## src/rtl/wb_cmd_master_if.sv

```systemverilog
// Command, response and Wishbone B4 signal bundle for wb_cmd_master.
// The master modport is the bridge's view; slave is the command source plus bus target.
interface wb_cmd_master_if;
  logic        cmd_valid;
  logic        cmd_ready;
  logic        cmd_we;
  logic [29:0] cmd_adr;
  logic [31:0] cmd_dat;
  logic [3:0]  cmd_sel;
  logic        rsp_valid;
  logic        rsp_ready;
  logic [31:0] rsp_dat;
  logic        rsp_err;
  logic        rsp_timeout;
  logic [15:0] txn_count;
  logic [29:0] wishbone_adr;
  logic [31:0] wishbone_dat_w;
  logic [31:0] wishbone_dat_r;
  logic [3:0]  wishbone_sel;
  logic        wishbone_cyc;
  logic        wishbone_stb;
  logic        wishbone_we;
  logic        wishbone_ack;
  logic        wishbone_err;
  logic [2:0]  wishbone_cti;
  logic [1:0]  wishbone_bte;

  modport master (
    input  cmd_valid, cmd_we, cmd_adr, cmd_dat, cmd_sel, rsp_ready,
           wishbone_dat_r, wishbone_ack, wishbone_err,
    output cmd_ready, rsp_valid, rsp_dat, rsp_err, rsp_timeout, txn_count,
           wishbone_adr, wishbone_dat_w, wishbone_sel, wishbone_cyc, wishbone_stb,
           wishbone_we, wishbone_cti, wishbone_bte
  );

  modport slave (
    output cmd_valid, cmd_we, cmd_adr, cmd_dat, cmd_sel, rsp_ready,
           wishbone_dat_r, wishbone_ack, wishbone_err,
    input  cmd_ready, rsp_valid, rsp_dat, rsp_err, rsp_timeout, txn_count,
           wishbone_adr, wishbone_dat_w, wishbone_sel, wishbone_cyc, wishbone_stb,
           wishbone_we, wishbone_cti, wishbone_bte
  );
endinterface

```

## src/rtl/wb_cmd_master.sv

```systemverilog
// Single-word Wishbone B4 classic master: one command in, one bus cycle, one response out.
// Define WB_MASTER_TIMEOUT_EN to abort cycles that see no ack/err within TIMEOUT_CYCLES.
module wb_cmd_master #(
  parameter int unsigned TIMEOUT_CYCLES = 255
) (
  input  logic            clk,
  input  logic            reset,
  wb_cmd_master_if.master bus
);

  if (TIMEOUT_CYCLES < 1 || TIMEOUT_CYCLES > 65535) begin : g_bad_timeout
    $error("TIMEOUT_CYCLES must be in 1..65535");
  end

  typedef enum logic [1:0] {StIdle, StBus, StResp} state_e;

  state_e      state_q, state_d;
  logic        cmd_ready_q, cmd_ready_d;
  logic        rsp_valid_q, rsp_valid_d;
  logic [31:0] rsp_dat_q, rsp_dat_d;
  logic        rsp_err_q, rsp_err_d;
  logic [15:0] txn_count_q, txn_count_d;
  logic        cyc_q, cyc_d;
  logic        we_q, we_d;
  logic [29:0] adr_q, adr_d;
  logic [31:0] dat_w_q, dat_w_d;
  logic [3:0]  sel_q, sel_d;
  logic        bus_done;
`ifdef WB_MASTER_TIMEOUT_EN
  // Counter value on the last stb cycle allowed before abort.
  localparam logic [15:0] TmoLast = 16'(TIMEOUT_CYCLES - 1);
  logic [15:0] tmo_cnt_q, tmo_cnt_d;
  logic        rsp_timeout_q, rsp_timeout_d;
`endif

  always_comb begin
    state_d     = state_q;
    rsp_valid_d = rsp_valid_q;
    rsp_dat_d   = rsp_dat_q;
    rsp_err_d   = rsp_err_q;
    txn_count_d = txn_count_q;
    cyc_d       = cyc_q;
    we_d        = we_q;
    adr_d       = adr_q;
    dat_w_d     = dat_w_q;
    sel_d       = sel_q;
    bus_done    = 1'b0;
`ifdef WB_MASTER_TIMEOUT_EN
    tmo_cnt_d     = tmo_cnt_q;
    rsp_timeout_d = rsp_timeout_q;
`endif
    unique case (state_q)
      StIdle: begin
        if (bus.cmd_valid && cmd_ready_q) begin
          adr_d   = bus.cmd_adr;
          dat_w_d = bus.cmd_dat;
          sel_d   = bus.cmd_sel;
          we_d    = bus.cmd_we;
          cyc_d   = 1'b1;
          state_d = StBus;
`ifdef WB_MASTER_TIMEOUT_EN
          tmo_cnt_d = '0;
`endif
        end
      end
      StBus: begin
        // err outranks a simultaneous ack and suppresses read data.
        if (bus.wishbone_err || bus.wishbone_ack) begin
          rsp_err_d = bus.wishbone_err;
          rsp_dat_d = (bus.wishbone_err || we_q) ? '0 : bus.wishbone_dat_r;
          bus_done  = 1'b1;
        end
`ifdef WB_MASTER_TIMEOUT_EN
        else if (tmo_cnt_q == TmoLast) begin
          rsp_timeout_d = 1'b1;
          rsp_err_d     = 1'b0;
          rsp_dat_d     = '0;
          bus_done      = 1'b1;
        end else begin
          tmo_cnt_d = tmo_cnt_q + 16'd1;
        end
`endif
        if (bus_done) begin
          cyc_d       = 1'b0;
          we_d        = 1'b0;
          rsp_valid_d = 1'b1;
          state_d     = StResp;
        end
      end
      StResp: begin
        if (bus.rsp_ready) begin
          rsp_valid_d = 1'b0;
          rsp_err_d   = 1'b0;
          txn_count_d = txn_count_q + 16'd1;
          state_d     = StIdle;
`ifdef WB_MASTER_TIMEOUT_EN
          rsp_timeout_d = 1'b0;
`endif
        end
      end
      default: state_d = StIdle;
    endcase
    cmd_ready_d = (state_d == StIdle);
  end

  always_ff @(posedge clk) begin
    if (reset) begin
      state_q     <= StIdle;
      cmd_ready_q <= 1'b0;
      rsp_valid_q <= 1'b0;
      rsp_dat_q   <= '0;
      rsp_err_q   <= 1'b0;
      txn_count_q <= '0;
      cyc_q       <= 1'b0;
      we_q        <= 1'b0;
      adr_q       <= '0;
      dat_w_q     <= '0;
      sel_q       <= '0;
`ifdef WB_MASTER_TIMEOUT_EN
      tmo_cnt_q     <= '0;
      rsp_timeout_q <= 1'b0;
`endif
    end else begin
      state_q     <= state_d;
      cmd_ready_q <= cmd_ready_d;
      rsp_valid_q <= rsp_valid_d;
      rsp_dat_q   <= rsp_dat_d;
      rsp_err_q   <= rsp_err_d;
      txn_count_q <= txn_count_d;
      cyc_q       <= cyc_d;
      we_q        <= we_d;
      adr_q       <= adr_d;
      dat_w_q     <= dat_w_d;
      sel_q       <= sel_d;
`ifdef WB_MASTER_TIMEOUT_EN
      tmo_cnt_q     <= tmo_cnt_d;
      rsp_timeout_q <= rsp_timeout_d;
`endif
    end
  end

  assign bus.cmd_ready      = cmd_ready_q;
  assign bus.rsp_valid      = rsp_valid_q;
  assign bus.rsp_dat        = rsp_dat_q;
  assign bus.rsp_err        = rsp_err_q;
  assign bus.txn_count      = txn_count_q;
  assign bus.wishbone_adr   = adr_q;
  assign bus.wishbone_dat_w = dat_w_q;
  assign bus.wishbone_sel   = sel_q;
  assign bus.wishbone_cyc   = cyc_q;
  assign bus.wishbone_stb   = cyc_q;
  assign bus.wishbone_we    = we_q;
  assign bus.wishbone_cti   = 3'b000;
  assign bus.wishbone_bte   = 2'b00;
`ifdef WB_MASTER_TIMEOUT_EN
  assign bus.rsp_timeout = rsp_timeout_q;
`else
  assign bus.rsp_timeout = 1'b0;
`endif

endmodule

```

## src/flat_wrapper.sv

```systemverilog
// flat-port wrapper written by rule: the top's interface ports become plain ports
module wb_cmd_master_flat 
#(
  parameter int unsigned TIMEOUT_CYCLES = 255
)
  (clk, reset, bus_cmd_valid, bus_cmd_we, bus_cmd_adr, bus_cmd_dat, bus_cmd_sel, bus_rsp_ready, bus_wishbone_dat_r, bus_wishbone_ack, bus_wishbone_err, bus_cmd_ready, bus_rsp_valid, bus_rsp_dat, bus_rsp_err, bus_rsp_timeout, bus_txn_count, bus_wishbone_adr, bus_wishbone_dat_w, bus_wishbone_sel, bus_wishbone_cyc, bus_wishbone_stb, bus_wishbone_we, bus_wishbone_cti, bus_wishbone_bte);
  wb_cmd_master_if bus_i ();
  input  logic clk;
  input  logic reset;
  input wire logic [$bits(bus_i.cmd_valid)-1:0] bus_cmd_valid;
  input wire logic [$bits(bus_i.cmd_we)-1:0] bus_cmd_we;
  input wire logic [$bits(bus_i.cmd_adr)-1:0] bus_cmd_adr;
  input wire logic [$bits(bus_i.cmd_dat)-1:0] bus_cmd_dat;
  input wire logic [$bits(bus_i.cmd_sel)-1:0] bus_cmd_sel;
  input wire logic [$bits(bus_i.rsp_ready)-1:0] bus_rsp_ready;
  input wire logic [$bits(bus_i.wishbone_dat_r)-1:0] bus_wishbone_dat_r;
  input wire logic [$bits(bus_i.wishbone_ack)-1:0] bus_wishbone_ack;
  input wire logic [$bits(bus_i.wishbone_err)-1:0] bus_wishbone_err;
  output wire logic [$bits(bus_i.cmd_ready)-1:0] bus_cmd_ready;
  output wire logic [$bits(bus_i.rsp_valid)-1:0] bus_rsp_valid;
  output wire logic [$bits(bus_i.rsp_dat)-1:0] bus_rsp_dat;
  output wire logic [$bits(bus_i.rsp_err)-1:0] bus_rsp_err;
  output wire logic [$bits(bus_i.rsp_timeout)-1:0] bus_rsp_timeout;
  output wire logic [$bits(bus_i.txn_count)-1:0] bus_txn_count;
  output wire logic [$bits(bus_i.wishbone_adr)-1:0] bus_wishbone_adr;
  output wire logic [$bits(bus_i.wishbone_dat_w)-1:0] bus_wishbone_dat_w;
  output wire logic [$bits(bus_i.wishbone_sel)-1:0] bus_wishbone_sel;
  output wire logic [$bits(bus_i.wishbone_cyc)-1:0] bus_wishbone_cyc;
  output wire logic [$bits(bus_i.wishbone_stb)-1:0] bus_wishbone_stb;
  output wire logic [$bits(bus_i.wishbone_we)-1:0] bus_wishbone_we;
  output wire logic [$bits(bus_i.wishbone_cti)-1:0] bus_wishbone_cti;
  output wire logic [$bits(bus_i.wishbone_bte)-1:0] bus_wishbone_bte;
  assign bus_i.cmd_valid = bus_cmd_valid;
  assign bus_i.cmd_we = bus_cmd_we;
  assign bus_i.cmd_adr = bus_cmd_adr;
  assign bus_i.cmd_dat = bus_cmd_dat;
  assign bus_i.cmd_sel = bus_cmd_sel;
  assign bus_i.rsp_ready = bus_rsp_ready;
  assign bus_i.wishbone_dat_r = bus_wishbone_dat_r;
  assign bus_i.wishbone_ack = bus_wishbone_ack;
  assign bus_i.wishbone_err = bus_wishbone_err;
  assign bus_cmd_ready = bus_i.cmd_ready;
  assign bus_rsp_valid = bus_i.rsp_valid;
  assign bus_rsp_dat = bus_i.rsp_dat;
  assign bus_rsp_err = bus_i.rsp_err;
  assign bus_rsp_timeout = bus_i.rsp_timeout;
  assign bus_txn_count = bus_i.txn_count;
  assign bus_wishbone_adr = bus_i.wishbone_adr;
  assign bus_wishbone_dat_w = bus_i.wishbone_dat_w;
  assign bus_wishbone_sel = bus_i.wishbone_sel;
  assign bus_wishbone_cyc = bus_i.wishbone_cyc;
  assign bus_wishbone_stb = bus_i.wishbone_stb;
  assign bus_wishbone_we = bus_i.wishbone_we;
  assign bus_wishbone_cti = bus_i.wishbone_cti;
  assign bus_wishbone_bte = bus_i.wishbone_bte;
  wb_cmd_master #(.TIMEOUT_CYCLES(TIMEOUT_CYCLES)) u_core (.clk(clk), .reset(reset), .bus(bus_i));
endmodule
```

## config.mk

```make
export PLATFORM = sky130hd
export DESIGN_NAME = wb_cmd_master_flat
export DESIGN_NICKNAME = d
export VERILOG_FILES = /design/src/rtl/wb_cmd_master_if.sv /design/src/rtl/wb_cmd_master.sv /design/src/flat_wrapper.sv
export SDC_FILE = /design/constraint.sdc
export NUM_CORES = 1
export LEC_CHECK = 0
export ABC_AREA = 1
export BUFFER_PORTS_ARGS = -buffer_cell sky130_fd_sc_hd__clkbuf_2
export CAP_MARGIN = 20
export CELL_PAD_IN_SITES_DETAIL_PLACEMENT = 2
export CELL_PAD_IN_SITES_GLOBAL_PLACEMENT = 2
export CORE_ASPECT_RATIO = 0.5
export CORE_MARGIN = 2
export CORE_UTILIZATION = 26
export CTS_CLUSTER_SIZE = 24
export DETAILED_ROUTE_END_ITERATION = 6
export PLACE_DENSITY = 0.92
export SYNTH_ARGS = -nofsm -noshare
export SYNTH_HDL_FRONTEND = slang
export SYNTH_SLANG_ARGS = --single-unit
export TNS_END_PERCENT = 100
```

## constraint.sdc

```tcl
create_clock -name clk -period 3.84 [get_ports clk]
set_clock_uncertainty 0.1 [all_clocks]
set_input_delay 0.192 -clock clk [delete_from_list [all_inputs] [get_ports clk]]
set_output_delay 0.192 -clock clk [all_outputs]
set_load 0.05 [all_outputs]
```

==> results.txt, run 1 <==
The run finished with clean final reports. The analysis attributes to cell leakage a power of approximately 0.0035 µW. The area growth from synthesis to layout is 62.1%. The area fraction in compound gates after synthesis is 0.133. The count of max-cap constraint violations came out at 0. Of the total synthesized cell area, the portion taken by XOR and XNOR cells is 0.00380. The number of warnings reported in the yosys synthesis log came out at 0. The number of antenna violations at the first check in global routing came out at 4. The routed length per instance came out at 23.0 µm. Synthesis inferred 121 register bits. The setup TNS after final layout came out at 0 ps.

The final routed DRC violation total came out at 0. The most numerous cell in the Yosys netlist is nor2_1. The final setup violation count came out at 0.

The first detailed-routing pass took 4 iterations. The number of setup buffers added after CTS is 0. The first-pass GRT wire length came out at 40300 µm. The signal on the critical path passes through nor3_4 -> inv_2 -> nor2_1 -> nor2_1. The nature of the critical path startpoint is a register. Counting instances, the worst hold path has a depth of 4. The area share of fa/ha/maj cells after synthesis is 0.00272. The worst supply voltage drop on vdd came out at roughly 0.28 mV. On the critical path, the stage with the largest delay is an instance of inv_2.

The largest total area in the synthesized netlist belongs to dfxtp_1. The cell area after layout is approximately 7500 µm². The most used flip-flop cell after synthesis is dfxtp_1. After synthesis, the share of flip-flops with an asynchronous set or reset is 0. Among the stages of the critical path, the cell type that occurs most often is nor2_1. The data arrival time of the critical path is 2410 ps. The top fanout value on the critical path came out at 56. Buffers placed on the I/O ports in this run total 224. In the final layout, the share of cells above drive strength 1 is 0.299. The setup path with the least slack is of type reg -> reg. The total grt overflow is 0. The area of the core came out at roughly 17000 µm². The number of hold violations in the final report came out at 0.

The max-slew violation count came out at 0. Clock tree synthesis selected as its root buffer the cell clkbuf_16. The path class of the tightest hold or removal check is in -> reg. The residual antenna-violating net count after detailed routing is 0. After synthesis, the most frequently instantiated cells are nor2_1, dfxtp_1, o21ai_0. Ranked by total cell area, the synthesized netlist is headed by dfxtp_1, nor2_1, o21ai_0, nand2_1, a21oi_1.

The final HPWL from detailed placement is about 13000 µm. The vertical extent of the die is 98.1 µm. The number of clock buffers added by TritonCTS is 17.

The violation count after the first detailed-routing iteration came out at 252. The number of standard-cell rows in the floorplan is 34. The worst-case reg-to-reg path depth is 4. The number of unique standard cell types used by synthesis came out at 26. The power density over the cells came out at slightly above 500 nW/µm². The count of instances resized after the clock tree is built is 0. The delay of the slowest cell on the worst path came out at between 700 and 800 ps. The via count of the first global-routing pass came out at approximately 6600. At the later pin of the worst-skew pair, clock insertion delay measures 430 ps.

The area enclosed by the die boundary came out at ~19000 µm². The die width came out at 192 µm. Counting every instance in the synthesized netlist gives 596. The final critical path time including I/O delays and setup is 2200 ps.

In the finished design, the share of the clock period the worst path needs comes to 0.573. The maximum buffer depth of the clock tree is 2. The synthesized area divided by synthesized cell count is 7.73 µm². The number of cells on the critical path is 4. The number of vias in the routed layout is 5670.

TritonCTS built the clock tree. Static timing analysis puts the maximum clock frequency at 455 MHz. The initial utilization of the core area, before any placement, comes to 0.265. Measured against the total synthesized area, the mux share comes to 0. The global-route usage over all layers came out at 0.284. The post-detailed-route via-to-cell ratio came out at roughly 5. The largest family of logic cells by synthesized area is simple AND/OR/NAND/NOR gates. The buffers plus inverters on the worst setup path is 1. The filler cells instantiated in the layout total 1957. Of the synthesized area, sequential elements account for 0.526. The weighted congestion reported at the end of routability-driven placement came out at 0.760. The post-CTS clock slew at the launch and capture registers of the worst setup and hold paths came out at about 70 ps.

Of the total synthesized cell area, the portion taken by AND, OR, NAND and NOR gates is 0.256. The area share of the largest cell type after synthesis is 0.526. The remaining max-slew budget at the tightest pin is 0.287. The kind of end point of the critical path is a register. The total wirelength of the detailed-routed design is between 20000 and 30000 µm.

The CTS H-tree depth came out at 4. Entering global routing, the biggest net connects 68 pins. The top-level port count is 231. The number of flops mapped to enable cells by yosys came out at 0. The mapped cell area is roughly 4600 µm².

The placed instance area is 5840 µm². The final net count is 1013. Among cell families on the critical path, the largest total delay comes from buffers and inverters. Data on the critical path is required at its endpoint by between 4000 and 5000 ps. The clock sink count is roughly 120.

The slew at the pin with the worst max-slew slack is between 1000 and 1500 ps. Setup repair after global routing left no endpoint under its margin.
==> worst min-delay path, stage by stage <==
cell and delay, ps:
clkbuf_2 80, nor2_1 70, nand2_1 110, a21oi_1 80
==> power by group <==
part	switching, µW	internal (µW)
Clock	689	1060
Combinational	495	194
Sequential	52.9	1330
==> placed cells by master, fill, tap and decap left out, types with 2 or more instances in the layout <==
cell type	count
o21ai_0	69
clkinvlp_4	3
buf_4	7
clkbuf_8	2
conb_1	6
clkinv_2	2
dfxtp_1	121
clkinv_4	2
bufinv_16	3
a21oi_1	42
nor3_1	2
inv_1	22
nand3_1	40
clkbuf_16	17
nor2_4	2
diode_2	5
o21ai_1	7
nor2_1	161
nand2_1	64
o21a_1	2
dlygate4sd3_1	100
nand4_1	5
inv_6	3
xor2_1	2
inv_2	2
clkbuf_2	224
nor3_4	3
==> through the flow <==
step / utilization / cells / setup slack, ps / power [µW] / hold slack, ps
after floorplan: - / 601 / 2080 / 1780 / 227
after global placement: 0.336 / 1022 / 1890 / 1940 / 316
after detailed placement: 0.336 / 1022 / 1790 / 1960 / 325
after CTS: 0.430 / 1154 / 1770 / 3770 / 53.3
after global routing: 0.430 / 1159 / 1500 / 3950 / 74.8
final: 0.430 / 1159 / 1640 / 3820 / 65.6
==> final timing paths <==
kind | startpoint | to | slack (ps)
max | u_core.state_q[1] | u_core.bus.wishbone_adr[18] | 1640
max reg2reg | u_core.state_q[1] | u_core.bus.wishbone_adr[18] | 1640
min | bus_wishbone_ack | u_core.state_q[0] | 70
min reg2reg | u_core.bus.rsp_dat[16] | u_core.bus.rsp_dat[16] | 370
==> cells by family after synthesis <==
| family | count (synthesis) |
|---|---|
| xor gates and xnor gates | 2 |
| DFF | 121 |
| AOI/OAI and AO/OA | 121 |
| buffers and inverters | 70 |
| adders and majority gates | 1 |
| and+or+nand+nor | 280 |
| other | 1 |
==> routing by layer <==
layer,vias up,part of all wire,GRT usage
met4,0,0.057,0.169
met3,85,0.039,0.0658
met5,-,0,0
met2,219,0.52,0.509
li1,2541,-,-
met1,2825,0.38,0.307
==> sequential cells by signal, summed over array words and instances (netlist names) <==
signal / count
u_core.bus.rsp_err: 1
u_core.bus.wishbone_cyc: 1
u_core.bus.rsp_valid: 1
u_core.bus.wishbone_we: 1
u_core.bus.wishbone_sel: 4
u_core.bus.txn_count: 16
u_core.bus.cmd_ready: 1
u_core.bus.rsp_dat: 32
u_core.state_q: 2
u_core.bus.wishbone_dat_w: 32
u_core.bus.wishbone_adr: 30
==> layout make-up <==
cell class,instances,area [µm²],share of cell area
clock buffers,19,453,0.0606
repair buffers,331,2170,0.291
clock inverters,13,166,0.0223
inverters,26,100,0.0134
diodes,5,12.5,0.00168
multi-input cells,410,1850,0.247
flip-flops and latches,121,2420,0.324
well taps,234,293,0.0392
==> repair_timing <==
action | CTS | global route
setup endpoints to repair | 0 | 0
hold buffers | 100 | 0
hold endpoints to repair | 100 | 0
(Power assumes the default switching activity.)
==> run 2, diff against run 1 <==
--- a/config.mk
+++ b/config.mk
@@ -12,10 +12,10 @@
 export CELL_PAD_IN_SITES_GLOBAL_PLACEMENT = 2
 export CORE_ASPECT_RATIO = 0.5
 export CORE_MARGIN = 2
-export CORE_UTILIZATION = 26
+export CORE_UTILIZATION = 24
 export CTS_CLUSTER_SIZE = 24
 export DETAILED_ROUTE_END_ITERATION = 6
-export PLACE_DENSITY = 0.92
+export PLACE_DENSITY = 0.87
 export SYNTH_ARGS = -nofsm -noshare
 export SYNTH_HDL_FRONTEND = slang
 export SYNTH_SLANG_ARGS = --single-unit
==> constraint.sdc (replaced) <==
create_clock -name clk -period 2.1 [get_ports clk]
set_clock_uncertainty 0.1 [all_clocks]
set_input_delay 0.105 -clock clk [delete_from_list [all_inputs] [get_ports clk]]
set_output_delay 0.105 -clock clk [all_outputs]
set_load 0.05 [all_outputs]
==> results.txt, run 2 (synthesized netlist as in run 1, its figures left out) <==
The run finished with clean final reports. The tightest min-delay check is of the in -> reg type. The number of standard-cell rows in the floorplan is 35. TritonCTS built the clock tree. The cell leakage power came out at roughly 0.0035 µW. The sequential standard cell area came out at 2420 µm².

The setup TNS after final layout came out at 0 ps. The worst-case IR drop observed on VDD is 0.570 mV. The count of buffers from port buffering came out at 224.

At the worst endpoint, the required time is 2350 ps. The effective utilization at floorplan is 0.248. The setup check on the worst reg-to-reg path leaves a slack of 220 ps. The top-level port count is approximately 230.

The number of vias in the routed layout is 5576. For this design the ratio of total power to cell area is between 900 and 1000 nW/µm². The cell area after layout came out at about 7600 µm².

At the later pin of the worst-skew pair, clock insertion delay measures 420 ps. The library cell used most frequently in the layout, excluding fill and tap cells, is clkbuf_2. The worst setup path is launched from a register. The highest clock rate came out at 532 MHz. Along the worst path, the maximum fanout reaches 5. The placed instance count came out at 1050. The maximum buffer depth of the clock tree came out at 2. Entering global routing, the biggest net connects 78 pins. The via count of the first global-routing pass is roughly 6400.

The final routed DRC violation total came out at 0. The minimum hold slack came out at 132 ps. The vertical extent of the die came out at 102 µm. The global-route usage over all layers came out at 0.248. The worst pin sits at a relative slew slack of 0.658. The number of hold violations in the final report was 0. The first-pass GRT wire length came out at approximately 38000 µm. The final HPWL from detailed placement is 12500 µm.

The number of antenna violations at the first check in global routing came to 1. The worst setup path is of the reg -> reg kind. The final setup violation count is 0. Data on the critical path arrives at its endpoint at approximately 2100 ps.

The die width is 200 µm. STA classifies the critical path endpoint as a register. The final critical path time including I/O delays and setup came out at 1880 ps.

The design draws ~7200 µW. The total wirelength of the detailed-routed design is 25400 µm. The violation count after the first detailed-routing iteration is between 200 and 250. The fill cell total of the finished layout came out at 2074.

The total grt overflow is 0. Clock-pin slew was measured on the worst setup and hold paths at 70 ps. The count of placed standard cells in the final layout, fillers left out is about 1200.

In this run the most critical hold path is launched from reset. The count of max-cap constraint violations is 0. The CTS H-tree depth is 4. The clock buffer count from CTS came out at 17. The residual antenna-violating net count after detailed routing is 0. Setup repair after global routing left no endpoint under its margin.

The worst register-to-register path ends at u_core.bus.txn_count[13]. The placed instance area came out at 5910 µm². The final net count came out at 1018. The tree built by TritonCTS fans out to ~120 sinks. The number of setup buffers added after CTS came out at 0. The cell at the root of the clock tree is clkbuf_16. The count of instances resized after the clock tree is built came out at 0. The area enclosed by the die boundary came out at 20400 µm².

The number of hold buffers added after CTS was 102. The area of the multi-input gates is 1850 µm². The post-detailed-route via-to-cell ratio came out at 4.71. The worst register-to-register path begins at u_core.bus.txn_count[3]. The final clock period utilization by the worst path came out at 0.896. The worst-case reg-to-reg path depth is 8. The slew at the pin with the worst max-slew slack came out at ~500 ps. The library cells used most frequently in the layout, excluding fill and tap cells, are clkbuf_2, nor2_1, dfxtp_1. The number of iterations in the first detailed-routing pass is 4. The max-slew violation count is 0.

The path with the worst hold slack has its endpoint at u_core.bus.txn_count[14]. The area of the core came out at ~19000 µm². The routed length per instance came out at 21.4 µm.

Of the cells placed in the final design, the portion with a size suffix greater than 1 is 0.302. The area growth from synthesis to layout came out at 64.9%. The worst hold path depth came out at 5. The weighted congestion reported at the end of routability-driven placement is 0.754.
## run 2: per-stage QoR
stage | setup slack (ps) | util
after detailed placement | 457 | 0.318
after floorplan | 343 | -
after global routing | 158 | 0.408
after CTS | 406 | 0.408
after global placement | 567 | 0.318
final | 219 | 0.408
## run 2: final cells by class
| cell class | instances | area share |
|---|---|---|
| clock inverters | 14 | 0.0291 |
| inverters | 26 | 0.0132 |
| clock buffers | 18 | 0.0578 |
| multi-input cells | 410 | 0.243 |
| flip-flops and latches | 121 | 0.319 |
| well taps | 259 | 0.0426 |
| diodes | 1 | 0.000329 |
| repair buffers | 336 | 0.295 |
## run 2: worst max path at each step
stage | start | endpoint | slack, ps
2_1_floorplan | u_core.bus.txn_count[0] | u_core.bus.txn_count[12] | 340
3_3_place_gp | u_core.state_q[1] | u_core.bus.txn_count[10] | 570
3_5_place_dp | u_core.state_q[1] | u_core.bus.txn_count[10] | 460
4_1_cts | u_core.state_q[1] | u_core.bus.txn_count[6] | 410
5_1_grt | u_core.state_q[1] | u_core.bus.txn_count[12] | 160
6_report | u_core.bus.txn_count[3] | u_core.bus.txn_count[13] | 220
## run 2: power breakdown
part / total (µW) / internal [µW] / switching, µW
Combinational: 1260 / 366 / 891
Clock: 3430 / 2150 / 1280
Sequential: 2510 / 2420 / 83.5
Total: 7200 / 4940 / 2260
## run 2: worst max-delay path: stages (launching register included)
cell,delay (ps)
dfxtp_1,440
nand2_1,170
inv_1,150
nand2_1,140
nor2_1,270
nand3_1,200
nand2_1,150
nand2_1,70
nor2_1,120
## run 2: metal layers
layer / part of all wire / GRT usage / wire length [µm]
met2: 0.54 / 0.476 / 13700
met4: 0.050 / 0.145 / 1270
met1: 0.37 / 0.251 / 9390
met3: 0.039 / 0.0545 / 985
met5: 0 / 0 / 0
==> run 3, diff against run 2 <==
--- a/config.mk
+++ b/config.mk
@@ -15,6 +15,7 @@
 export CORE_UTILIZATION = 24
 export CTS_CLUSTER_SIZE = 24
 export DETAILED_ROUTE_END_ITERATION = 6
+export MAX_ROUTING_LAYER = met4
 export PLACE_DENSITY = 0.87
 export SYNTH_ARGS = -nofsm -noshare
 export SYNTH_HDL_FRONTEND = slang
==> results.txt, run 3 (synthesized netlist as in run 1, its figures left out) <==
The total area inside the core boundary comes to 18600 µm². The flow ran to the end, and the final reports show no timing, DRC or antenna violations. The max-slew violation count came out at 0. Summing all placed instances gives a cell area of 5910 µm².

The highest clock rate is 538 MHz. The number of clock buffers added by TritonCTS is 17. In the global route stage, overall resource usage came out at 0.256.

The top fanout value on the critical path came out at 5. The count of placed standard cells in the final layout, fillers left out came out at about 1200. The worst setup path is launched from a register.

The final HPWL from detailed placement is 12500 µm. The remaining max-slew budget at the tightest pin is 0.661. Dividing the final minimum period by the clock period gives 0.884. The clock sink count is 121. The number of iterations in the first detailed-routing pass came out at 5. The die width is 200 µm. The CTS H-tree depth is 4.

The post-detailed-route via-to-cell ratio came out at 4.71. After clock tree synthesis, the clock-pin slew on the worst setup and hold paths is about 70 ps. Of the total power, registers draw 0.348. The via count of the first global-routing pass is around 6400. The worst hold path belongs to the class in -> reg.

Max-cap violations in this run came to 0. The final critical path time including I/O delays and setup came out at 1860 ps. After detailed routing, the average wire length per cell comes to 21.4 µm. Including well taps, the total number of placed cells is 1050. The final routed DRC violation total is 0. The worst supply voltage drop on vdd is 0.575 mV. The cell-internal power came out at between 4000 and 5000 µW. The fill cell total of the finished layout came out at 2074. The effective utilization at floorplan came out at 0.248. The weighted congestion reported at the end of routability-driven placement is 0.764. Buffers placed on the I/O ports in this run total 224. The number of antenna violations at the first check in global routing came out at 1. Global routing finished with a remaining overflow of 0. The maximum buffer depth of the clock tree came out at 2.

The total net switching power came out at around 2300 µW. The vertical extent of the die is ~100 µm. The area enclosed by the die boundary came out at 20400 µm².

Setup violations remaining at the end of the flow were counted as 0. The required time of the critical path is between 2000 and 2500 ps. The pin count of the biggest net entering global routing is 78. In the layout the commonest cells are clkbuf_2, nor2_1, dfxtp_1.

231 I/O pins were placed. The cell area after layout came out at about 7600 µm². The slew at the pin with the worst max-slew slack came out at about 510 ps. The clock share of power came out at 0.477. The first global-routing pass estimated 37600 µm of wire. The setup TNS after final layout is 0 ps.

Setup repair after global routing left no endpoint under its margin. The worst setup path category is reg -> reg. The layout cell share with drive strength beyond 1 is 0.302. The area growth from synthesis to layout is 64.9%. The data arrival time of the critical path came out at 2110 ps. The cell leakage power came out at 0.00352 µW. Once detail routing completed, the nets flagged for antenna violations numbered 0. Leaving out fill and tap cells, the most frequent cell in the layout is clkbuf_2. The combinational power share came out at 0.174.

The number of vias in the routed layout came out at 5576. After detailed routing, the total wire length is 25400 µm. The number of standard-cell rows in the floorplan came out at 35.

At the later pin of the worst-skew pair, clock insertion delay measures 430 ps. The worst-case setup margin in the final layout is approximately 240 ps. The core occupancy in the finished layout came out at 0.408. The worst setup slack before clock tree synthesis is 457 ps.

For this run, the post-layout net count is slightly above 1000. In the final layout, flip-flops and latches occupy 2420 µm². The power density over the cells is 948 nW/µm². The kind of end point of the critical path is a register. The proportion of total power due to net switching is 0.314.

TritonCTS built the clock tree. The area of the multi-input gates is 1850 µm². The violation count after the first detailed-routing iteration is roughly 260. The number of hold violations in the final report is 0. The cell at the root of the clock tree is clkbuf_16.
-- run 3: cell counts in the layout (fill, tap and decap cells not counted) --
Identical to the previous run, type by type.
-- run 3: worst max-delay path, cell delays in order, from the launching register on --
cell and delay (ps):
dfxtp_1 430, nand2_1 170, inv_1 140, nand2_1 140, nor2_1 270, nand3_1 200
nand2_1 140, nand2_1 70, nor2_1 120
-- run 3: path summary, 6_finish.rpt --
check                                        startpoint                        to  slack, ps  cells past startpoint
worst max-delay path            u_core.bus.txn_count[3]  u_core.bus.txn_count[13]        240                      8
worst min-delay path                              reset    u_core.bus.wishbone_we        140                      5
worst max register to register  u_core.bus.txn_count[3]  u_core.bus.txn_count[13]        240                      8
worst min register to register   u_core.bus.rsp_dat[23]    u_core.bus.rsp_dat[23]        370                      2
-- run 3: layer usage --
metal	global-route usage	vias to the layer above	part of all wire
met5	-	-	0
met4	0.142	0	0.050
met3	0.0518	84	0.035
met2	0.477	187	0.54
met1	0.254	2758	0.38
li1	-	2547	-
-- run 3: area by class of cell --
cell class,count,area share
Antenna cell,1,0.000329
Clock buffer,18,0.0578
Clock inverter,14,0.0291
Inverter,26,0.0132
Multi-Input combinational cell,410,0.243
Sequential cell,121,0.319
Tap cell,259,0.0426
Timing Repair Buffer,336,0.295
-- run 3: stage by stage --
stage	power, µW	hold slack (ps)
final	7200	145
after global routing	7420	144
after CTS	7110	126
after detailed placement	3590	236
after global placement	3550	227
after floorplan	3260	140
-- run 3: what timing repair did --
item,CTS,global route
buffers inserted,0,0
hold buffers,102,0
resized for setup,0,0
endpoints found under the hold margin,103,0
-- run 3: power by group through the flow --
stage / registers [µW] / clock network [µW] / logic, µW
after global routing: 2520 / 3580 / 1320
final: 2510 / 3440 / 1260
after CTS: 2490 / 3400 / 1210
after global placement: 2530 / 0 / 1020
after floorplan: 2970 / 0 / 294
after detailed placement: 2540 / 0 / 1050
